$ cat src/rtl/uart_msg_source.sv
// ---------------------------------------------------------------------------
// uart_msg_source
//
// Upstream byte source for one UART transmit lane. Repeatedly presents a
// fixed ASCII banner ("TT<lane> hello\r\n") to the lane serializer over a
// valid/ready handshake. Consecutive messages are separated by a
// programmable idle gap. Completed messages are counted.
//
// Parameters
//   LANE_ID     lane number 0-9, sent as ASCII '0'+LANE_ID in byte 2
//   GAP_CYCLES  idle cycles between the LF transfer and the next byte 0
//               (legal range 1 .. 2^GAP_W-1)
//   GAP_W       width of the gap down-counter
//
// Ports
//   clk        in   system clock, all logic on the rising edge
//   reset      in   synchronous, active-high reset
//   run        in   level; 1 = keep sending messages
//   tx_ready   in   serializer accepts a byte on this edge if tx_valid=1
//   tx_valid   out  tx_data holds a byte to send
//   tx_data    out  byte to send (held stable until accepted)
//   busy       out  high whenever the sequencer is not idle
//   msg_count  out  completed messages, wraps at 8 bits
//
// Optional build macro
//   UART_MSG_COUNT_EN  when defined, two uppercase hex digits of msg_count
//                      (snapshotted when byte 0 is presented, high nibble
//                      first) are inserted between 'o' and CR, giving a
//                      13-byte message. When undefined the message is the
//                      plain 11-byte banner and no snapshot register exists.
// ---------------------------------------------------------------------------
module uart_msg_source #(
   parameter int LANE_ID    = 0,
   parameter int GAP_CYCLES = 1000,
   parameter int GAP_W      = 16
) (
   input  logic       clk,
   input  logic       reset,
   input  logic       run,
   input  logic       tx_ready,
   output logic       tx_valid,
   output logic [7:0] tx_data,
   output logic       busy,
   output logic [7:0] msg_count
);

`ifdef UART_MSG_COUNT_EN
   localparam int MSG_LEN = 13;
`else
   localparam int MSG_LEN = 11;
`endif

   localparam logic [3:0]       LAST_IDX  = 4'(MSG_LEN - 1);
   localparam logic [7:0]       BYTE0     = 8'h54;
   localparam logic [7:0]       LANE_CHAR = 8'(8'h30 + LANE_ID);
   // The gap counter counts down to zero inclusive, so loading N-1 gives
   // exactly N idle cycles before byte 0 is presented again.
   localparam logic [GAP_W-1:0] GAP_LOAD  = GAP_W'(GAP_CYCLES - 1);
   localparam logic [GAP_W-1:0] GAP_ONE   = GAP_W'(1);

   typedef enum logic [1:0] {
      IDLE = 2'd0,
      SEND = 2'd1,
      GAP  = 2'd2
   } state_t;

   state_t           state_q, state_d;
   logic [3:0]       idx_q, idx_d;
   logic [GAP_W-1:0] gap_q, gap_d;
   logic             tx_valid_q, tx_valid_d;
   logic [7:0]       tx_data_q, tx_data_d;
   logic             busy_q, busy_d;
   logic [7:0]       msg_count_q, msg_count_d;

   logic             xfer_c;
   logic [3:0]       next_idx_c;
   logic [7:0]       next_byte_c;

`ifdef UART_MSG_COUNT_EN
   logic [7:0]       snap_q, snap_d;

   // Uppercase ASCII hex digit for one nibble.
   function automatic logic [7:0] hex_char(input logic [3:0] n);
      if (n < 4'd10) begin
         return 8'h30 + {4'h0, n};
      end
      return 8'h37 + {4'h0, n};
   endfunction
`endif

   // A byte is consumed on any edge where it is offered and accepted.
   assign xfer_c     = tx_valid_q & tx_ready;
   assign next_idx_c = idx_q + 4'd1;

   // Banner lookup for the byte that follows the one currently presented.
   // Byte 0 is loaded directly from BYTE0 when a message starts, so this
   // table only needs to cover indices 1 .. LAST_IDX.
   always_comb begin
      next_byte_c = BYTE0;
      case (next_idx_c)
         4'd1:    next_byte_c = 8'h54;
         4'd2:    next_byte_c = LANE_CHAR;
         4'd3:    next_byte_c = 8'h20;
         4'd4:    next_byte_c = 8'h68;
         4'd5:    next_byte_c = 8'h65;
         4'd6:    next_byte_c = 8'h6C;
         4'd7:    next_byte_c = 8'h6C;
         4'd8:    next_byte_c = 8'h6F;
`ifdef UART_MSG_COUNT_EN
         4'd9:    next_byte_c = hex_char(snap_q[7:4]);
         4'd10:   next_byte_c = hex_char(snap_q[3:0]);
         4'd11:   next_byte_c = 8'h0D;
         4'd12:   next_byte_c = 8'h0A;
`else
         4'd9:    next_byte_c = 8'h0D;
         4'd10:   next_byte_c = 8'h0A;
`endif
         default: next_byte_c = BYTE0;
      endcase
   end

   // Next-state and output logic. Every output is computed here and
   // registered below, so tx_ready never reaches an output combinationally.
   always_comb begin
      state_d     = state_q;
      idx_d       = idx_q;
      gap_d       = gap_q;
      tx_valid_d  = tx_valid_q;
      tx_data_d   = tx_data_q;
      msg_count_d = msg_count_q;
`ifdef UART_MSG_COUNT_EN
      snap_d      = snap_q;
`endif

      case (state_q)
         IDLE: begin
            if (run) begin
               state_d    = SEND;
               idx_d      = 4'd0;
               tx_data_d  = BYTE0;
               tx_valid_d = 1'b1;
`ifdef UART_MSG_COUNT_EN
               snap_d     = msg_count_q;
`endif
            end
         end

         SEND: begin
            // run is deliberately ignored here: a started message always
            // completes and run is only looked at again when the gap ends.
            if (xfer_c) begin
               if (idx_q == LAST_IDX) begin
                  tx_valid_d  = 1'b0;
                  msg_count_d = msg_count_q + 8'd1;
                  gap_d       = GAP_LOAD;
                  state_d     = GAP;
                  // tx_data keeps the LF; it is don't-care while invalid.
               end else begin
                  idx_d     = next_idx_c;
                  tx_data_d = next_byte_c;
               end
            end
         end

         GAP: begin
            if (gap_q != '0) begin
               gap_d = gap_q - GAP_ONE;
            end else if (run) begin
               state_d    = SEND;
               idx_d      = 4'd0;
               tx_data_d  = BYTE0;
               tx_valid_d = 1'b1;
`ifdef UART_MSG_COUNT_EN
               // msg_count already includes the message just finished.
               snap_d     = msg_count_q;
`endif
            end else begin
               state_d = IDLE;
            end
         end

         default: begin
            state_d    = IDLE;
            tx_valid_d = 1'b0;
         end
      endcase

      // busy is registered alongside the state so it tracks it exactly.
      busy_d = (state_d != IDLE);
   end

   always_ff @(posedge clk) begin
      if (reset) begin
         state_q     <= IDLE;
         idx_q       <= 4'd0;
         gap_q       <= '0;
         tx_valid_q  <= 1'b0;
         tx_data_q   <= 8'h00;
         busy_q      <= 1'b0;
         msg_count_q <= 8'h00;
`ifdef UART_MSG_COUNT_EN
         snap_q      <= 8'h00;
`endif
      end else begin
         state_q     <= state_d;
         idx_q       <= idx_d;
         gap_q       <= gap_d;
         tx_valid_q  <= tx_valid_d;
         tx_data_q   <= tx_data_d;
         busy_q      <= busy_d;
         msg_count_q <= msg_count_d;
`ifdef UART_MSG_COUNT_EN
         snap_q      <= snap_d;
`endif
      end
   end

   assign tx_valid  = tx_valid_q;
   assign tx_data   = tx_data_q;
   assign busy      = busy_q;
   assign msg_count = msg_count_q;

endmodule

$ cat config.mk
export PLATFORM = sky130hd
export DESIGN_NAME = uart_msg_source
export DESIGN_NICKNAME = d
export VERILOG_FILES = /design/src/rtl/uart_msg_source.sv
export SDC_FILE = /design/constraint.sdc
export NUM_CORES = 1
export LEC_CHECK = 0
export ABC_AREA = 1
export CAP_MARGIN = 20
export CORE_MARGIN = 10
export CORE_UTILIZATION = 45
export CTS_CLUSTER_DIAMETER = 100
export DETAILED_ROUTE_END_ITERATION = 16
export PLACE_DENSITY_LB_ADDON = 0.05
export RECOVER_POWER = 50
export SLEW_MARGIN = 20
export SYNTH_ARGS = -nofsm -noshare
export SYNTH_HDL_FRONTEND = slang
export SYNTH_SLANG_ARGS = --single-unit
$ cat constraint.sdc
create_clock -name clk -period 5.4 [get_ports clk]
set_clock_uncertainty 0.1 [all_clocks]
set_input_delay 0.81 -clock clk [delete_from_list [all_inputs] [get_ports clk]]
set_output_delay 0.81 -clock clk [all_outputs]
set_load 0.1 [all_outputs]
==> flow_metrics.tcl <==
set metrics [dict create \
    post-cts-setup-buffers 0 \
    grt_max_degree 29 \
    start_util_pct 46.1 \
    num_io_pins 22 \
    gp_congestion 0.851 \
    critPathKind "reg -> out" \
    fin_crit_ns 2.76 \
    crit_family "buffers and inverters" \
    drtIter0Drc 95 \
    slowest_stage "clkdlybuf4s50_1" \
    syn_nets 374 \
    slowest_delay_ns 1.16 \
    grt_pass1_vias 2143 \
    switchingPower_uw 203 \
    core_um2 5040 \
    status "complete, no violations" \
    power_density_nw_per_um2 246 \
    grt_usage_pct 13.3 \
    place_area_um2 2560 \
    tns_ns 0 \
    area_growth_pct 13.5 \
    async_reset_ff_share_pct 0 \
    setup_ws_ns 2.64 \
    p_seq_share_pct 46.3 \
    cts.sinks 39 \
    fin_hold_ws_ns 0.368 \
    vias 2227 \
    die_h_um 91.9 \
    cts_htree_levels 2 \
    tritoncts "done" \
    timing.fmax_ghz 0.362 \
    synth_area_leader_cell "dfxtp_1" \
    slew_headroom_pct 34.8 \
    cap_violations 0 \
    synth.avg_cell_area_um2 6.46 \
    num_rows 26 \
    ys_seq_area_share_pct 33.6 \
    die_w_um 91.9 \
    dp_hpwl_mm 3.96 \
    clk_path_buf_depth 2 \
    fin_area_um2 2640 \
    yosys.area.top_type_share_pct 33.6 \
    tightest_slew_ns 0.975 \
    min_path_type "reg -> reg" \
    cts_hold_buf 0 \
    root_buffer "clkbuf_8" \
    combPwrFrac_pct 19.8 \
    rsz0062_at_grt "no" \
    peakVddDrop_v 0.000162 \
    setup_viol 0 \
    required_ns 4.49 \
    synth_area_um2 2320 \
    p_int_uw 446 \
    synthCells 360 \
    p_sw_share_pct 31.3 \
    port_buffers 20 \
    synth_edf_count 0 \
    path_cells "clkdlybuf4s50_1" \
    wl_per_cell_um 11.8 \
    final.period_utilization_pct 51.1 \
    pwr-share-clk_pct 33.9 \
    ys_seq_elements 39 \
    dieArea_um2 8440 \
    numCtsBuffers 5 \
    grt_pass1_wl_mm 9.54 \
    path_buf_inv 1 \
    utilization_pct 52.3 \
    grt_overflow 0 \
    nNetsFinal 394 \
    crit_path_end_kind "primary output" \
    viasPerCell 4.94 \
    cts_resized 0 \
    yosysWarnings 0 \
    ys.flop_type "dfxtp_1" \
    worstPathArrival_ns 1.85 \
    pre_cts_ws_ns 2.90 \
    clk_latency_ns 0.29 \
    ys_top_cells_by_count "nand2_1, nor2_1, dfxtp_1" \
    drt-total-wl_mm 5.34 \
    synthDistinctLibCells 31 \
    hold_viol_final 0 \
    leakagePower_uw 0.00115 \
    antenna_found_initial 0 \
    start_kind "flop" \
    drc 0 \
    ys_top_cells_by_area "dfxtp_1, nand2_1, nor2_1" \
    synth_most_common_cell "nand2_1" \
    crit_fanout 5 \
    n_antenna_cell 0 \
    drive_above_1_share_pct 6.82 \
    slew_viol_final 0 \
    ant_nets 0 \
    clkSlewWorstSetupHoldPaths_ns 0.08 \
    first_pass_iters 4 \
]
==> sequential cells by signal (all words and copies together) (netlist names) <==
name / count
gap_q: 16
state_q: 2
idx_q: 4
tx_data: 7
busy: 1
tx_valid: 1
msg_count: 8
==> layer usage <==
layer	global-route usage [%]	part of all wire, %
met3	3.10	3.4
met5	0	0
met4	4.24	0.99
met2	22.6	46
met1	16.0	49
==> cell usage in the layout, fill, tap and decap left out, types with 2 or more instances in the layout <==
cell and n:
a21oi_1 27, a31oi_1 2, clkbuf_8 7, clkdlybuf4s50_1 19, dfxtp_1 39, ha_1 10, inv_1 38, inv_2 3
nand2_1 103, nand2_2 3, nand3_1 23, nand4_1 6, nor2_1 55, nor2_2 4, nor2_4 2, nor3_1 7
nor3b_1 2, o21ai_0 14, o21ai_1 2, or2_2 3, xnor2_1 2
==> worst paths after layout <==
| kind | from | end | slack [ns] | depth (start not counted) |
|---|---|---|---|---|
| setup / recovery | msg_count[2]$_SDFFE_PP0P_ | msg_count[2] | 2.64 | 1 |
| hold / removal | tx_data[3]$_SDFFE_PP0P_ | tx_data[3]$_SDFFE_PP0P_ | 0.37 | 2 |
| hold reg to reg | tx_data[3]$_SDFFE_PP0P_ | tx_data[3]$_SDFFE_PP0P_ | 0.37 | 2 |
| setup reg to reg | idx_q[0]$_SDFFE_PP0P_ | tx_data[2]$_SDFFE_PP0P_ | 2.96 | 10 |
==> power by group through the flow <==
stage | combinational (µW) | clock (µW) | sequential [µW]
final | 128 | 220 | 301
after global routing | 143 | 235 | 302
after CTS | 131 | 226 | 301
after detailed placement | 130 | 0 | 308
after global placement | 130 | 0 | 308
after floorplan | 74.6 | 0 | 340
==> cell families after synthesis <==
logic type | count (synthesis) | share of synthesized area [%]
XOR/XNOR | 3 | 1.13
other | 1 | 0.161
adder cells (fa/ha/maj) | 10 | 5.38
AO/OA/AOI/OAI | 47 | 10.7
AND/OR/NAND/NOR | 211 | 39.9
buffers and inverters | 49 | 9.20
flip-flops | 39 | 33.6
==> layout make-up <==
type / count / area [µm²]
Inverter: 41 / 154
Fill cell: 534 / 2400
Clock buffer: 8 / 100
Timing Repair Buffer: 21 / 208
Tap cell: 70 / 87.6
Multi-Input combinational cell: 272 / 1310
Sequential cell: 39 / 781
==> stage by stage <==
step / cells / power [µW]
floorplan: 360 / 414
global placement: 443 / 437
detailed placement: 443 / 438
CTS: 451 / 658
global route: 451 / 680
finish: 451 / 650
(Power assumes the default switching activity.)
